===== config.mk =====
export PLATFORM = sky130hd
export DESIGN_NAME = pipeline_ctrl_flat
export DESIGN_NICKNAME = d
export VERILOG_FILES = /design/src/rtl/pipeline_ctrl_pkg.sv /design/src/rtl/pipeline_ctrl_if.sv /design/src/rtl/pipeline_ctrl_mdu_busy_timer.sv /design/src/rtl/pipeline_ctrl.sv /design/src/flat_wrapper.sv
export SDC_FILE = /design/constraint.sdc
export NUM_CORES = 1
export LEC_CHECK = 0
export ABC_CLOCK_PERIOD_IN_PS = 4900
export BUFFER_PORTS_ARGS = -buffer_cell sky130_fd_sc_hd__buf_2
export CAP_MARGIN = 20
export CORE_MARGIN = 10
export CORE_UTILIZATION = 40
export DETAILED_ROUTE_END_ITERATION = 10
export GPL_TIMING_DRIVEN = 0
export PLACE_DENSITY_LB_ADDON = 0.12
export SYNTH_ARGS = -nofsm -noshare
export SYNTH_HDL_FRONTEND = slang
export SYNTH_SLANG_ARGS = --single-unit
export TNS_END_PERCENT = 100

===== constraint.sdc =====
create_clock -name clk -period 4.9 [get_ports clk]
set_input_delay 0.735 -clock clk [delete_from_list [all_inputs] [get_ports clk]]
set_output_delay 0.735 -clock clk [all_outputs]
set_load 0.05 [all_outputs]

===== src/rtl/pipeline_ctrl_pkg.sv =====
// Shared definitions for the pipeline stall/flush controller:
// FSM state encodings and parameter defaults.
package pipeline_ctrl_pkg;

    typedef enum logic [1:0] {
        CTRL_RUN   = 2'd0,
        CTRL_DMISS = 2'd1,
        CTRL_IMISS = 2'd2
    } ctrl_state_e;

    localparam int MDU_CYCLES_DEF = 32;
    localparam int CNT_WIDTH_DEF  = 32;
    localparam int REG_ADDR_W_DEF = 5;

endpackage


===== src/rtl/pipeline_ctrl_if.sv =====
// Hazard inputs and stall/flush outputs exchanged between the pipeline
// (master) and the stall/flush controller (slave).
interface pipeline_ctrl_if
    import pipeline_ctrl_pkg::*;
#(
    parameter int REG_ADDR_W = REG_ADDR_W_DEF,
    parameter int CNT_WIDTH  = CNT_WIDTH_DEF
) ();
    logic                  id_nop;
    logic [REG_ADDR_W-1:0] id_rs_addr;
    logic [REG_ADDR_W-1:0] id_rt_addr;
    logic                  id_uses_rt;
    logic                  id_mdu_use;
    logic                  id_redirect;
    logic                  ex_mem_read;
    logic [REG_ADDR_W-1:0] ex_rt_addr;
    logic                  ex_mdu_start;
    logic                  icache_miss;
    logic                  icache_ready;
    logic                  dcache_miss;
    logic                  dcache_ready;
    logic                  pc_stall;
    logic                  cu_stall;
    logic                  cu_flush;
    logic                  idex_flush;
    logic                  exmem_stall;
    logic                  mdu_busy;
    logic [CNT_WIDTH-1:0]  stall_count;

    modport master (
        output id_nop, id_rs_addr, id_rt_addr, id_uses_rt, id_mdu_use, id_redirect,
               ex_mem_read, ex_rt_addr, ex_mdu_start,
               icache_miss, icache_ready, dcache_miss, dcache_ready,
        input  pc_stall, cu_stall, cu_flush, idex_flush, exmem_stall, mdu_busy, stall_count
    );

    modport slave (
        input  id_nop, id_rs_addr, id_rt_addr, id_uses_rt, id_mdu_use, id_redirect,
               ex_mem_read, ex_rt_addr, ex_mdu_start,
               icache_miss, icache_ready, dcache_miss, dcache_ready,
        output pc_stall, cu_stall, cu_flush, idex_flush, exmem_stall, mdu_busy, stall_count
    );
endinterface


===== src/rtl/pipeline_ctrl_mdu_busy_timer.sv =====
// Tracks multiply/divide occupancy: reloads on start, counts down to zero,
// and holds its value while the back end is frozen.
module mdu_busy_timer
    import pipeline_ctrl_pkg::*;
#(
    parameter int MDU_CYCLES = MDU_CYCLES_DEF
) (
    input  logic clk,
    input  logic reset_n,
    input  logic start,
    input  logic freeze,
    output logic busy
);
    localparam int W = (MDU_CYCLES > 2) ? $clog2(MDU_CYCLES) : 1;
    localparam logic [W-1:0] RELOAD = W'(MDU_CYCLES - 1);

    logic [W-1:0] count;

    // A start while frozen is dropped; the held EX instruction reissues it.
    always_ff @(posedge clk or negedge reset_n) begin
        if (!reset_n) begin
            count <= '0;
        end else if (!freeze) begin
            if (start) begin
                count <= RELOAD;
            end else if (count != '0) begin
                count <= count - W'(1);
            end
        end
    end

    assign busy = (count != '0);
endmodule


===== src/rtl/pipeline_ctrl.sv =====
// Stall/flush controller for the pipeline front end: cache-miss FSM, load-use
// and MDU hazard stalls, deferred redirect flush and a saturating stall counter.
module pipeline_ctrl
    import pipeline_ctrl_pkg::*;
#(
    parameter int MDU_CYCLES = MDU_CYCLES_DEF,
    parameter int CNT_WIDTH  = CNT_WIDTH_DEF,
    parameter int REG_ADDR_W = REG_ADDR_W_DEF
) (
    input logic           clk,
    input logic           reset_n,
    pipeline_ctrl_if.slave bus
);
    localparam logic [REG_ADDR_W-1:0] ADDR_ZERO = '0;

    ctrl_state_e          state;
    logic                 flush_pending;
    logic [CNT_WIDTH-1:0] count_q;
    logic                 busy;
    logic                 load_use;
    logic                 hazard;
    logic                 pc_stall;
    logic                 cu_stall;
    logic                 cu_flush;
    logic                 idex_flush;
    logic                 exmem_stall;

    function automatic logic [CNT_WIDTH-1:0] sat_inc(input logic [CNT_WIDTH-1:0] v);
        return (&v) ? v : v + CNT_WIDTH'(1);
    endfunction

    assign load_use = bus.ex_mem_read && (bus.ex_rt_addr != ADDR_ZERO) && !bus.id_nop &&
                      ((bus.ex_rt_addr == bus.id_rs_addr) ||
                       (bus.id_uses_rt && (bus.ex_rt_addr == bus.id_rt_addr)));
    assign hazard = load_use || (bus.id_mdu_use && busy);

    // Mealy outputs; a stall always suppresses the flush so the redirect waits.
    always_comb begin
        pc_stall    = 1'b0;
        cu_stall    = 1'b0;
        idex_flush  = 1'b0;
        exmem_stall = 1'b0;
        case (state)
            CTRL_DMISS: begin
                pc_stall    = !bus.dcache_ready;
                cu_stall    = !bus.dcache_ready;
                exmem_stall = !bus.dcache_ready;
            end
            CTRL_IMISS: begin
                pc_stall = !bus.icache_ready;
            end
            default: begin
                pc_stall   = hazard;
                cu_stall   = hazard;
                idex_flush = hazard;
            end
        endcase
        cu_flush = !cu_stall && (bus.id_redirect || flush_pending ||
                                 (state == CTRL_IMISS && !bus.icache_ready));
        if (!reset_n) begin
            pc_stall    = 1'b0;
            cu_stall    = 1'b0;
            cu_flush    = 1'b1;
            idex_flush  = 1'b1;
            exmem_stall = 1'b0;
        end
    end

    always_ff @(posedge clk or negedge reset_n) begin
        if (!reset_n) begin
            state         <= CTRL_RUN;
            flush_pending <= 1'b0;
            count_q       <= '0;
        end else begin
            flush_pending <= cu_stall && (bus.id_redirect || flush_pending);
            if (pc_stall) begin
                count_q <= sat_inc(count_q);
            end
            case (state)
                CTRL_RUN: begin
                    if (bus.dcache_miss)      state <= CTRL_DMISS;
                    else if (bus.icache_miss) state <= CTRL_IMISS;
                end
                CTRL_DMISS: begin
                    if (bus.dcache_ready) state <= bus.icache_miss ? CTRL_IMISS : CTRL_RUN;
                end
                CTRL_IMISS: begin
                    if (bus.dcache_miss)       state <= CTRL_DMISS;
                    else if (bus.icache_ready) state <= CTRL_RUN;
                end
                default: state <= CTRL_RUN;
            endcase
        end
    end

    mdu_busy_timer #(.MDU_CYCLES(MDU_CYCLES)) u_mdu_timer (
        .clk    (clk),
        .reset_n(reset_n),
        .start  (bus.ex_mdu_start),
        .freeze (exmem_stall),
        .busy   (busy)
    );

    assign bus.pc_stall    = pc_stall;
    assign bus.cu_stall    = cu_stall;
    assign bus.cu_flush    = cu_flush;
    assign bus.idex_flush  = idex_flush;
    assign bus.exmem_stall = exmem_stall;
    assign bus.mdu_busy    = busy;
    assign bus.stall_count = count_q;
endmodule


===== src/flat_wrapper.sv =====
// flat-port wrapper written by rule: the top's interface ports become plain ports
module pipeline_ctrl_flat import pipeline_ctrl_pkg::*;
#(
    parameter int MDU_CYCLES = MDU_CYCLES_DEF,
    parameter int CNT_WIDTH  = CNT_WIDTH_DEF,
    parameter int REG_ADDR_W = REG_ADDR_W_DEF
)
  (clk, reset_n, bus_id_nop, bus_id_rs_addr, bus_id_rt_addr, bus_id_uses_rt, bus_id_mdu_use, bus_id_redirect, bus_ex_mem_read, bus_ex_rt_addr, bus_ex_mdu_start, bus_icache_miss, bus_icache_ready, bus_dcache_miss, bus_dcache_ready, bus_pc_stall, bus_cu_stall, bus_cu_flush, bus_idex_flush, bus_exmem_stall, bus_mdu_busy, bus_stall_count);
  pipeline_ctrl_if #(.REG_ADDR_W(REG_ADDR_W), .CNT_WIDTH(CNT_WIDTH)) bus_i ();
  input logic clk;
  input logic reset_n;
  input wire logic [$bits(bus_i.id_nop)-1:0] bus_id_nop;
  input wire logic [$bits(bus_i.id_rs_addr)-1:0] bus_id_rs_addr;
  input wire logic [$bits(bus_i.id_rt_addr)-1:0] bus_id_rt_addr;
  input wire logic [$bits(bus_i.id_uses_rt)-1:0] bus_id_uses_rt;
  input wire logic [$bits(bus_i.id_mdu_use)-1:0] bus_id_mdu_use;
  input wire logic [$bits(bus_i.id_redirect)-1:0] bus_id_redirect;
  input wire logic [$bits(bus_i.ex_mem_read)-1:0] bus_ex_mem_read;
  input wire logic [$bits(bus_i.ex_rt_addr)-1:0] bus_ex_rt_addr;
  input wire logic [$bits(bus_i.ex_mdu_start)-1:0] bus_ex_mdu_start;
  input wire logic [$bits(bus_i.icache_miss)-1:0] bus_icache_miss;
  input wire logic [$bits(bus_i.icache_ready)-1:0] bus_icache_ready;
  input wire logic [$bits(bus_i.dcache_miss)-1:0] bus_dcache_miss;
  input wire logic [$bits(bus_i.dcache_ready)-1:0] bus_dcache_ready;
  output wire logic [$bits(bus_i.pc_stall)-1:0] bus_pc_stall;
  output wire logic [$bits(bus_i.cu_stall)-1:0] bus_cu_stall;
  output wire logic [$bits(bus_i.cu_flush)-1:0] bus_cu_flush;
  output wire logic [$bits(bus_i.idex_flush)-1:0] bus_idex_flush;
  output wire logic [$bits(bus_i.exmem_stall)-1:0] bus_exmem_stall;
  output wire logic [$bits(bus_i.mdu_busy)-1:0] bus_mdu_busy;
  output wire logic [$bits(bus_i.stall_count)-1:0] bus_stall_count;
  assign bus_i.id_nop = bus_id_nop;
  assign bus_i.id_rs_addr = bus_id_rs_addr;
  assign bus_i.id_rt_addr = bus_id_rt_addr;
  assign bus_i.id_uses_rt = bus_id_uses_rt;
  assign bus_i.id_mdu_use = bus_id_mdu_use;
  assign bus_i.id_redirect = bus_id_redirect;
  assign bus_i.ex_mem_read = bus_ex_mem_read;
  assign bus_i.ex_rt_addr = bus_ex_rt_addr;
  assign bus_i.ex_mdu_start = bus_ex_mdu_start;
  assign bus_i.icache_miss = bus_icache_miss;
  assign bus_i.icache_ready = bus_icache_ready;
  assign bus_i.dcache_miss = bus_dcache_miss;
  assign bus_i.dcache_ready = bus_dcache_ready;
  assign bus_pc_stall = bus_i.pc_stall;
  assign bus_cu_stall = bus_i.cu_stall;
  assign bus_cu_flush = bus_i.cu_flush;
  assign bus_idex_flush = bus_i.idex_flush;
  assign bus_exmem_stall = bus_i.exmem_stall;
  assign bus_mdu_busy = bus_i.mdu_busy;
  assign bus_stall_count = bus_i.stall_count;
  pipeline_ctrl #(.MDU_CYCLES(MDU_CYCLES), .CNT_WIDTH(CNT_WIDTH), .REG_ADDR_W(REG_ADDR_W)) u_core (.clk(clk), .reset_n(reset_n), .bus(bus_i));
endmodule

# == Yosys cells after proc, flatten, opt, wreduce, memory -nomap -nowiden ==
# Cells that the tools add are included.
# totals
out_inout_bits,38
memories,0
latchBits,0
ramBits,0
romBits,0
inputBits,27
word_cells,58
ff_bits,40
# classes
n_bitwise,2
n_div,0
n_shift,0
n_eq_ne,7
reduce_logical,25
order_cmp,0
mul,0
n_addsub,2
mux,18
# op_table
op,n
$add 32x1->32 const B,1
$reduce_and 32->1,1
$mux 2,6
$eq 5x5->1,2
$mux 5,2
$reduce_bool 5->1,2
$logic_and 1x1->1,8
$mux 1,7
$ne 3x3->1 const B,2
$pmux 2 s3,1
$sub 5x1->5 const B,1
$logic_not 1->1,4
$logic_or 1x1->1,4
$pmux 1 s2,2
$reduce_and 2->1,2
$reduce_and 3->1,1
$eq 2x1->1 const B,1
$eq 2x2->1 const B,1
$logic_not 2->1,1
$ne 2x2->1 const B,1
$not 1->1,2
$reduce_bool 2->1,1
$reduce_or 2->1,1

# == Logic depth before layout (Yosys ltp) ==
# Gate-level depths: netlist of run 1.
# logic_depth
depth_word,9
depth_mapped,11
ltp_nobuf,9

# == By module ==
# From an unflattened synthesis of run 1, not the netlist that was laid out.
# unflattened
hier_cells,239
hier_area_um2,2392.3
# by_module_without_submodules
module,cells_per_inst,instances,seq_area_each_um2,area_each_um2
pipeline_ctrl,214,1,875.8,2114.5
mdu_busy_timer,25,1,125.1,277.8

# == Least setup slack after synthesis of run 1 ==
# Ideal clock, no wire load.
# synth_timing
path_type,in2out
startpoint,input bus_ex_rt_addr[0]
endpoint,output bus_cu_flush
setup_slack_ns,1.406
path_buffers,0
path_stages,5
required_time_ns,4.165
arrival_ns,2.759
path_cell_list,or4_1 o21ai_0 o21ai_0 o211a_1 a31oi_1
# synth_between
elab_chain_cells,9
word_cells_on_any_way,13
cone_classes,eq/ne: 2; mux: 2; reduce/logical: 9
# synth_rtl
element,line_no,source
from (decl),flat_wrapper.sv:19,input wire logic [$bits(bus_i.ex_rt_addr)-1:0] bus_ex_rt_addr;
$eq 5x5->1 / $reduce_bool 5->1 (equally long branches),"pipeline_ctrl.sv:34, pipeline_ctrl.sv:32",
"$logic_and 1x1->1, on equally long branches","pipeline_ctrl.sv:34, pipeline_ctrl.sv:32",
$logic_or 1x1->1 / $logic_and 1x1->1 (equally long branches),"pipeline_ctrl.sv:33, pipeline_ctrl.sv:32",
$logic_and 1x1->1 (*),pipeline_ctrl.sv:32,assign load_use = bus.ex_mem_read && (bus.ex_rt_addr != ADDR_ZERO) && !bus.id_nop &&
$logic_or 1x1->1 (*),pipeline_ctrl.sv:35,assign hazard = load_use || (bus.id_mdu_use && busy);
$pmux 1 s2 (*),pipeline_ctrl.sv:43,case (state)
$logic_not 1->1 (*),pipeline_ctrl.sv:58,cu_flush = !cu_stall && (bus.id_redirect || flush_pending ||
$logic_and 1x1->1 (*),pipeline_ctrl.sv:58,
$mux 1 (*),pipeline_ctrl.sv:60,if (!reset_n) begin
to (decl),flat_wrapper.sv:27,output wire logic [$bits(bus_i.cu_flush)-1:0] bus_cu_flush;
# Every way passes the cells marked *; elsewhere a longest branch is shown, timed or not.

# == Worst setup path in the final report of run 1 ==
# layout_timing
startpoint,input reset_n
endpoint,output bus_pc_stall
# layout_between
elab_chain_cells,1
# layout_rtl
element,line_no,source
from (decl),flat_wrapper.sv:11,input logic reset_n;
$mux 1,pipeline_ctrl.sv:60,
to (decl),flat_wrapper.sv:25,output wire logic [$bits(bus_i.pc_stall)-1:0] bus_pc_stall;
# Every way passes these cells.

==> results of run 1 <==
-- power groups by stage --
stage,Clock (mW),Combinational (mW),Sequential [mW]
after global routing,0.249,0.482,0.427
after floorplan,0,0.256,0.497
final,0.226,0.440,0.420
after global placement,0,0.443,0.425
after detailed placement,0,0.444,0.425
after CTS,0.236,0.445,0.419
-- cells in the mapped netlist (3+ instances only) --
library cell | instances | area (sq um)
xor2_1 | 35 | 306.5
ha_1 | 7 | 87.58
and4_1 | 9 | 78.83
xnor2_1 | 5 | 43.79
nor2b_1 | 3 | 18.77
o21ai_0 | 9 | 45.04
a21oi_1 | 8 | 40.04
and2_1 | 4 | 25.02
and3_1 | 4 | 25.02
clkbuf_1 | 3 | 11.26
dfrtp_1 | 40 | 1001
nor3b_1 | 8 | 60.06
inv_1 | 9 | 33.78
nor3_1 | 10 | 50.05
o41ai_1 | 3 | 26.28
nor2_1 | 21 | 78.83
nand4_1 | 12 | 75.07
nand2_1 | 10 | 37.54
nand3_1 | 7 | 35.03
-- registers in the layout (all words and copies together), names as in the netlist --
register	count
u_core.state	2
u_core.bus.stall_count	32
u_core.u_mdu_timer.count	5
u_core.flush_pending	1
-- metrics by stage --
| stage | power [mW] | hold WS, ns | std cells |
|---|---|---|---|
| after global placement | 0.8689 | 0.4688 | 370 |
| after detailed placement | 0.8697 | 0.4747 | 370 |
| after CTS | 1.100 | 0.4886 | 378 |
| after floorplan | 0.7523 | 0.4394 | 234 |
| final | 1.085 | 0.4860 | 378 |
| after global routing | 1.158 | 0.4979 | 378 |
-- layer usage --
metal  vias up  routed length, microns
li1        971                       -
met1       887                    2410
met2        32                    2581
met3         8                     365
met4         0                      66
met5         -                       0
-- final timing paths --
check / end / cells after the start / slack (ns)
worst max-delay path: bus_pc_stall / 7 / 1.48
worst max register to register: u_core.bus.stall_count[31]$_DFFE_PN0P_ / 11 / 2.50
worst min register to register: u_core.bus.stall_count[27]$_DFFE_PN0P_ / 1 / 0.49
max in group asynchronous: u_core.bus.stall_count[12]$_DFFE_PN0P_ / 1 / 3.70
min in group asynchronous: u_core.state[0]$_DFFE_PN0P_ / 1 / 0.59
worst min-delay path: u_core.bus.stall_count[27]$_DFFE_PN0P_ / 1 / 0.49
-- cell usage in the layout (no fill, tap or decap), types with 8 or more instances in the layout --
| cell type | Yosys | routed |
|---|---|---|
| a21oi_1 | 8 | 8 |
| nor3b_1 | 8 | 8 |
| nand2_1 | 10 | 10 |
| nor3_1 | 10 | 10 |
| xor2_1 | 35 | 35 |
| inv_1 | 9 | 9 |
| buf_2 | 2 | 66 |
| and4_1 | 9 | 9 |
| o21ai_0 | 9 | 9 |
| dfrtp_1 | 40 | 40 |
| nand4_1 | 12 | 12 |
| nor2_1 | 21 | 21 |
-- kinds of logic (layout without fill, tap and decap cells) --
kind of cell    count (synthesis)  after routing  share of synthesized area
compound gates                 28             28                    0.07647
simple gates                  100            100                     0.2496
mux                             2              2                    0.01092
xor+xnor                       40             40                     0.1529
flops                          40             40                     0.4369
buf+inv                        17             89                    0.03495
fa+ha+maj                       7              7                    0.03823
-- layout make-up --
class | count | area [sq um]
fillers | 564 | 2749
well taps | 72 | 90.09
multi-input cells | 177 | 1210
inverters | 10 | 40.04
flip-flops and latches | 40 | 1001
plain buffers | 7 | 40.04
repair buffers | 64 | 320.3
clock buffers | 8 | 90.09
==> results.json, run 1 <==
{
  "cts.sinks": 40,
  "p_leak_nw": 1.463,
  "grt_use_total": 0.1240,
  "netSwitchingPower_uw": 461.7,
  "vias": 1898,
  "die_area_sq_mm": 0.009155,
  "grt_antenna_before_repair": 0,
  "utilization": 0.5038,
  "first_pass_iters": 4,
  "gr-usage-met1": 0.1521,
  "use_met2": 0.1986,
  "critPathMaxFanout": 45,
  "fin_ws_ns": 1.480,
  "rsz0062_at_grt": "no",
  "crit_path_start": "reset_n",
  "syn_nets": 268,
  "pwr-share-seq": 0.387,
  "grt_pass1_wl_microns": 9142,
  "setup_viol": 0,
  "antennaDiodeCount": 0,
  "portBuffers": 64,
  "ant_nets": 0,
  "ctsResizeCount": 0,
  "cp_cell_sequence": "buf_2 -> o31ai_1 -> or2_2 -> o21a_1 -> buf_6 -> inv_4 -> buf_2",
  "fp-row-count": 27,
  "period_minus_slack_ns": 3.420,
  "drtIter0Drc": 81,
  "sw_frac_of_total": 0.4253,
  "synth_edf_count": 0,
  "ir_drop_uv": 286.5,
  "status": "finished clean",
  "cpPeakStageDelay_ns": 0.72,
  "crit_buf_inv": 4,
  "critPathSlowestCell": "buf_2",
  "cts_buffers": 5,
  "slew_viol_final": 0,
  "post_dp_cell_area_sq_mm": 0.002701,
  "overflow": 0,
  "crit_type": "in -> out",
  "place_congestion": 0.7785,
  "power.share.clock": 0.208,
  "cts_hold_buf": 0,
  "maxCapViolCount": 0,
  "postCtsSetupBuffers": 0,
  "syn_area_sq_mm": 0.002291,
  "seq_area_frac_synth": 0.4369,
  "hold_viol_final": 0,
  "coreArea_sq_mm": 0.005540,
  "avgRoutedWirePerCell_microns": 14.35,
  "final_nets": 339,
  "rr_startpoint": "u_core.u_mdu_timer.count[0]$_DFFE_PN0P_",
  "cp-end-kind": "output port",
  "hold_start": "u_core.bus.stall_count[27]$_DFFE_PN0P_",
  "internal_power_uw": 623.8,
  "cts-root-buf": "clkbuf_8",
  "ys.flop_type": "dfrtp_1",
  "drc": 0,
  "drive_gt1_frac": 0.2582,
  "power_density_mw_per_mm2": 388.9,
  "setup_tns_ns": 0,
  "async_flop_share": 1.000,
  "arrival_ns": 2.69,
  "place_ws_ns": 1.405,
  "hold_class": "reg -> reg",
  "grt_start_max_net_pins": 46,
  "htree_levels": 2,
  "gr-usage-met3": 0.04242,
  "die_w_microns": 95.68,
  "crit_required_ns": 4.16,
  "ys_seq_elements": 40,
  "syn_to_final_growth_pct": 21.85,
  "via_per_inst": 5.021,
  "startpoint_type": "primary input",
  "ys_types": 42,
  "busiest_layer": "met2",
  "grt_pass1_vias": 1914,
  "clockBufferDepth": 2,
  "stdcell_area_sq_mm": 0.002791,
  "initial_core_util": 0.4135,
  "routed_wl_microns": 5425,
  "slew_headroom": 0.3550,
  "ios": 65,
  "cp_top_family": "buffers and inverters",
  "clkTransAtPathRegs_ns": 0.07,
  "syn_area_per_cell_sq_um": 9.790,
  "yosysWarnings": 0,
  "synth_cells": 234,
  "finalCritPeriodShare": 0.6980,
  "die_h_microns": 95.68,
  "max_freq_mhz": 292.4,
  "cts_tree": "done",
  "tightest_slew_ns": 0.9675,
  "hpwl_microns": 4151,
  "p_comb_frac": 0.405,
  "clock_skew_ns": 0.004723,
  "cpMostUsedCell": "buf_2",
  "clock_latency_ns": 0.29
}
(Power assumes the default switching activity.)
==> run 2, diff against run 1 <==
ABC_AREA = 1   (was default)
ABC_CLOCK_PERIOD_IN_PS = 2770   (was 4900)
clock period = 2.77 ns   (was 4.9 ns; I/O delays follow)
==> run 2 against run 1 <==
Net effect:
- critical endpoint is now bus_cu_flush
- final cell count is 64% higher
- clock skew is 0.0014 ns higher
- synthesized cell count is 93% higher
- worst hold slack worse by 0.21 ns
- critical path depth is 2 higher
- clock power is 88% higher
- largest cell class unchanged
- first-iteration DRC count is 9.9% higher
- clock-buffer cell count is 1 lower
- via count is 57% higher
- die area is 22% higher
==> results.json, run 2 <==
{
  "status": "finished clean",
  "final_nets": 555,
  "critPathMaxFanout": 10,
  "p_leak_nw": 1.875,
  "coreArea_sq_mm": 0.007214,
  "clockBufferDepth": 2,
  "rrSetupSlack_ns": 0.55,
  "cpMostUsedCell": "inv_1",
  "maxCapViolCount": 0,
  "place_congestion": 0.9580,
  "fillers": 795,
  "cts_buffers": 5,
  "ys_types": 24,
  "rsz0062_at_grt": "no",
  "cts.sinks": 40,
  "ys.flop_type": "dfrtp_1",
  "die_h_microns": 105.7,
  "gr-usage-met1": 0.1786,
  "drive_gt1_frac": 0.1766,
  "fp-row-count": 31,
  "syn_nets": 485,
  "portBuffers": 64,
  "drtIter0Drc": 89,
  "yosysTopAreaCell": "dfrtp_1",
  "utilization": 0.4834,
  "slew_headroom": 0.3591,
  "critPathSlowestCell": "dfrtp_1",
  "setup_viol": 0,
  "seq_area_sq_mm": 0.001001,
  "overflow": 0,
  "htree_levels": 2,
  "placed_cells": 614,
  "ant_nets": 0,
  "ff2ff_path_depth": 11,
  "routed_wl_microns": 8352,
  "ys_top_cells_by_area": "dfrtp_1 (34%), nand2_1 (23%), nor2_1 (8.4%)",
  "final_cell_mix": "nand2_1 (181), buf_2 (68), nor2_1 (65), dfrtp_1 (40), inv_1 (38)",
  "busiest_layer": "met2",
  "drc": 0,
  "grt_use_total": 0.1516,
  "seq_area_frac_synth": 0.3404,
  "max_freq_mhz": 393.4,
  "syn_area_per_cell_sq_um": 6.520,
  "gr-usage-met3": 0.04141,
  "vias": 2975,
  "clkTransAtPathRegs_ns": 0.08,
  "grt_antenna_before_repair": 0,
  "hold_viol_final": 0,
  "die_w_microns": 105.7,
  "cts_tree": "done",
  "first_pass_iters": 4,
  "synth_cells": 451,
  "slew_viol_final": 0,
  "startpoint_type": "flip-flop",
  "period_minus_slack_ns": 2.542,
  "syn_to_final_growth_pct": 18.60,
  "syn_area_sq_mm": 0.002940,
  "yosys.area.top_type_share": 0.3404,
  "crit_type": "reg -> out",
  "initial_core_util": 0.4076,
  "hpwl_microns": 6819,
  "layout_commonest_cell": "nand2_1",
  "synth_edf_count": 0,
  "setup_tns_ns": 0,
  "ios": 65,
  "yosysWarnings": 0,
  "place_ws_ns": -0.1554,
  "async_flop_share": 1.000,
  "ys_top_cells_by_count": "nand2_1 (181), nor2_1 (66), dfrtp_1 (40)",
  "power_density_mw_per_mm2": 582.2,
  "clock_skew_ns": 0.006085,
  "yosysMostFrequentCell": "nand2_1",
  "tightest_slew_ns": 0.9614,
  "avgRoutedWirePerCell_microns": 13.47,
  "cp_cell_sequence": "inv_1 -> ha_1 -> nand4_1 -> nand2_1 -> nand3_2 -> nand3_1 -> inv_1 -> nor2_4 -> buf_2",
  "design_power_total_mw": 2.030,
  "cpPeakStageDelay_ns": 0.36,
  "grt_start_max_net_pins": 46,
  "stdcell_area_sq_mm": 0.003487,
  "rr_startpoint": "u_core.state[1]$_DFFE_PN0P_",
  "via_per_inst": 4.798,
  "largest_reg_flops": 32,
  "antennaDiodeCount": 0,
  "arrival_ns": 2.13,
  "ys_seq_elements": 40,
  "multi_input_area_sq_mm": 0.001713,
  "fin_ws_ns": 0.2283,
  "grt_pass1_vias": 2995,
  "post_dp_cell_area_sq_mm": 0.003392,
  "hold_class": "in -> async",
  "grt_pass1_wl_microns": 14120,
  "finalCritPeriodShare": 0.9176,
  "crit_required_ns": 2.35,
  "layout.cells.non_filler": 620,
  "die_area_sq_mm": 0.01118,
  "holdWs_ns": 0.2781,
  "postCtsSetupBuffers": 0,
  "use_met2": 0.2628,
  "cp-end-kind": "output port",
  "rr_endpoint": "u_core.bus.stall_count[28]$_DFFE_PN0P_",
  "cts-root-buf": "clkbuf_8",
  "ir_drop_uv": 336.9,
  "clock_latency_ns": 0.29
}
[run 2: cell types whose count changed after synthesis, moves of 8 or more]
| cell | change |
|---|---|
| and4_1 | -9 |
| inv_1 | +29 |
| inv_2 | +8 |
| nand2_1 | +171 |
| nand4_1 | +25 |
| nor2_1 | +45 |
| nor3_1 | -9 |
| nor3b_1 | -8 |
| xnor2_1 | +10 |
| xor2_1 | -23 |
[run 2: worst max-delay path by stage]
stage,start,endpoint,slack [ns],cells after the start
floorplan,u_core.u_mdu_timer.count[0]$_DFFE_PN0P_,bus_cu_flush,0.08,8
finish,u_core.u_mdu_timer.count[0]$_DFFE_PN0P_,bus_cu_flush,0.23,9
detailed placement,reset_n,bus_pc_stall,-0.16,7
CTS,u_core.state[1]$_DFFE_PN0P_,bus_pc_stall,0.15,11
global placement,reset_n,bus_pc_stall,-0.13,7
global route,u_core.state[1]$_DFFE_PN0P_,bus_pc_stall,0.04,11
[run 2: critical path: cells and delay by family (launching register included)]
family	cells	cell delay, ns
simple gates	5	0.76
flops	1	0.36
fa+ha+maj	1	0.20
buf+inv	3	0.52
[run 2: power by group]
group | switching [mW] | total [mW] | internal [mW]
Sequential | 0.0669 | 0.714 | 0.647
Combinational | 0.657 | 0.892 | 0.234
Clock | 0.202 | 0.424 | 0.222
[run 2: kinds of logic after synthesis]
kind of cell,after synthesis,synth area share
flops,40,0.3404
simple gates,308,0.4485
compound gates,11,0.02127
buf+inv,58,0.07958
xor+xnor,27,0.08043
fa+ha+maj,7,0.02979
[run 2: cell type report]
cell class | count | area share
inverters | 46 | 0.05023
plain buffers | 11 | 0.01651
repair buffers | 64 | 0.09186
flip-flops and latches | 40 | 0.2870
well taps | 99 | 0.03552
clock buffers | 7 | 0.02763
multi-input cells | 353 | 0.4912
[run 2: metal layers]
metal | part of all wire | wire length, microns | vias to the layer above
li1 | - | - | 1568
met1 | 0.45 | 3769 | 1336
met2 | 0.48 | 3992 | 62
met3 | 0.057 | 475 | 9
met4 | 0.014 | 114 | 0
met5 | 0 | 0 | -
[run 2: what timing repair did]
| item | CTS | global route |
|---|---|---|
| gates resized for setup | 0 | 1 |
| setup endpoints to repair | 1 | 1 |
| hold buffers | 0 | 0 |
==> run 3, diff against run 2 <==
ABC_CLOCK_PERIOD_IN_PS = 3300   (was 2770)
clock period = 3.3 ns   (was 2.77 ns; I/O delays follow)
==> run 3 against run 2 <==
Net effect:
- final cell count grew 0.48%
- register-to-register slack better by 0.65 ns
- power down 14%
- global-route usage is 0.092 points lower
- sequential power decreased by 16%
- first-iteration DRC count down 5.6%
- largest power group unchanged
- flip-flop and latch count unchanged
- combinational power is 17% lower
- sequential share of layout area decreased by 0.27 points
- critical path type unchanged
- wire length shrank 0.22%
- setup slack gained 0.062 ns
==> results.json, run 3 (same netlist as run 2, synthesis figures left out) <==
{
  "endpoint": "bus_pc_stall",
  "layout_commonest_cell": "nand2_1",
  "clock_latency_ns": 0.29,
  "ctsResizeCount": 0,
  "syn_to_final_growth_pct": 19.70,
  "rr_startpoint": "u_core.state[1]$_DFFE_PN0P_",
  "tightest_slew_ns": 0.5326,
  "hpwl_microns": 6812,
  "layout.cells.non_filler": 623,
  "hold_viol_final": 0,
  "fin_ws_ns": 0.2902,
  "coreArea_sq_mm": 0.007214,
  "power.share.clock": 0.231,
  "finalCritPeriodShare": 0.9121,
  "setup_viol": 0,
  "status": "finished clean",
  "p_comb_frac": 0.425,
  "cpPeakStageDelay_ns": 0.44,
  "grt_start_max_net_pins": 46,
  "antennaDiodeCount": 0,
  "cts_tree": "done",
  "critPathSlowestCell": "buf_1",
  "vias": 3001,
  "ir_drop_uv": 223.0,
  "maxCapViolCount": 0,
  "power_density_mw_per_mm2": 496.4,
  "hold_class": "in -> async",
  "portBuffers": 64,
  "cpMostUsedCell": "inv_1",
  "ff2ff_path_depth": 11,
  "largest_reg_flops": 32,
  "max_freq_mhz": 332.3,
  "first_pass_iters": 4,
  "clockBufferDepth": 2,
  "internal_power_uw": 966.2,
  "ios": 65,
  "crit_required_ns": 2.80,
  "cts_buffers": 5,
  "rrSetupSlack_ns": 1.20,
  "setup_tns_ns": 0,
  "utilization": 0.4879,
  "grt_use_total": 0.1507,
  "holdWs_ns": 0.1481,
  "grt_pass1_vias": 3002,
  "overflow": 0,
  "arrival_ns": 2.51,
  "cts.sinks": 40,
  "place_ws_ns": 0.2184,
  "crit_type": "reg -> out",
  "initial_core_util": 0.4076,
  "die_area_sq_mm": 0.01118,
  "grt_pass1_wl_microns": 14110,
  "crit_path_start": "u_core.state[1]$_DFFE_PN0P_",
  "drive_gt1_frac": 0.1756,
  "fp-row-count": 31,
  "startpoint_type": "flip-flop",
  "ant_nets": 0,
  "htree_levels": 2,
  "die_w_microns": 105.7,
  "grt_antenna_before_repair": 0,
  "routed_wl_microns": 8334,
  "cts_hold_buf": 0,
  "pwr-share-seq": 0.343,
  "place_congestion": 0.9632,
  "postCtsSetupBuffers": 0,
  "critPathMaxFanout": 10,
  "via_per_inst": 4.817,
  "drc": 0,
  "cp_cell_sequence": "inv_1 -> ha_1 -> inv_1 -> nor2_1 -> inv_2 -> nand2_1 -> o21ai_1 -> inv_2 -> buf_1 -> nand2_1 -> inv_1 -> buf_2",
  "rsz0062_at_grt": "no",
  "netSwitchingPower_uw": 780.9,
  "period_minus_slack_ns": 3.010,
  "final_nets": 557,
  "slew_viol_final": 0,
  "drtIter0Drc": 84,
  "p_leak_nw": 1.892,
  "clock_skew_ns": 0.01130,
  "clkTransAtPathRegs_ns": 0.08,
  "cp-end-kind": "output port",
  "placed_cells": 614,
  "die_h_microns": 105.7,
  "rr_endpoint": "u_core.bus.stall_count[25]$_DFFE_PN0P_",
  "sw_frac_of_total": 0.4470,
  "final_cell_mix": "nand2_1 (181), buf_2 (68), nor2_1 (66), dfrtp_1 (40), inv_1 (38)",
  "avgRoutedWirePerCell_microns": 13.38,
  "slew_headroom": 0.6449,
  "cts-root-buf": "clkbuf_8"
}
## run 3: worst min-delay path by stage
stage                                                       from                                     end  slack (ns)  cells past startpoint
after detailed placement  u_core.bus.stall_count[31]$_DFFE_PN0P_  u_core.bus.stall_count[31]$_DFFE_PN0P_        0.49                      2
final                                                    reset_n   u_core.bus.stall_count[5]$_DFFE_PN0P_        0.15                      1
after floorplan                                          reset_n   u_core.bus.stall_count[0]$_DFFE_PN0P_        0.20                      0
after CTS                                                reset_n   u_core.bus.stall_count[4]$_DFFE_PN0P_        0.39                      1
after global routing                                     reset_n  u_core.bus.stall_count[21]$_DFFE_PN0P_        0.18                      1
after global placement    u_core.bus.stall_count[31]$_DFFE_PN0P_  u_core.bus.stall_count[31]$_DFFE_PN0P_        0.49                      2
## run 3: cell type report
type / count / area, sq um
Fill cell: 792 / 3695
Multi-Input combinational cell: 353 / 1705
Sequential cell: 40 / 1001
Timing Repair Buffer: 65 / 347.8
Inverter: 46 / 172.7
Tap cell: 99 / 123.9
Clock buffer: 6 / 72.57
Buffer: 12 / 61.31
Clock inverter: 2 / 35.03
## run 3: worst max-delay path: cells and delay by family, from the launching register on
kind,cells,cell delay (ns)
buf+inv,7,1.13
simple gates,3,0.42
flops,1,0.41
fa+ha+maj,1,0.19
compound gates,1,0.07
## run 3: power by group through the flow
stage,registers (mW),logic [mW],clock network (mW)
detailed placement,0.610,0.751,0
global route,0.608,0.832,0.438
CTS,0.601,0.754,0.417
global placement,0.609,0.736,0
floorplan,0.678,0.468,0
finish,0.600,0.743,0.404
## run 3: metal layers
metal,share of wire,GRT usage,vias up,routed length [microns]
li1,-,-,1568,-
met1,0.45,0.1795,1354,3731
met2,0.48,0.2615,70,3968
met3,0.062,0.03776,9,515
met4,0.014,0.04255,0,117
met5,0,0,-,0
## run 3: per-stage QoR
stage / total power [mW] / cell area, sq um
finish: 1.747 / 3520
global route: 1.878 / 3520
CTS: 1.771 / 3492
detailed placement: 1.361 / 3385
global placement: 1.345 / 3385
floorplan: 1.146 / 2940
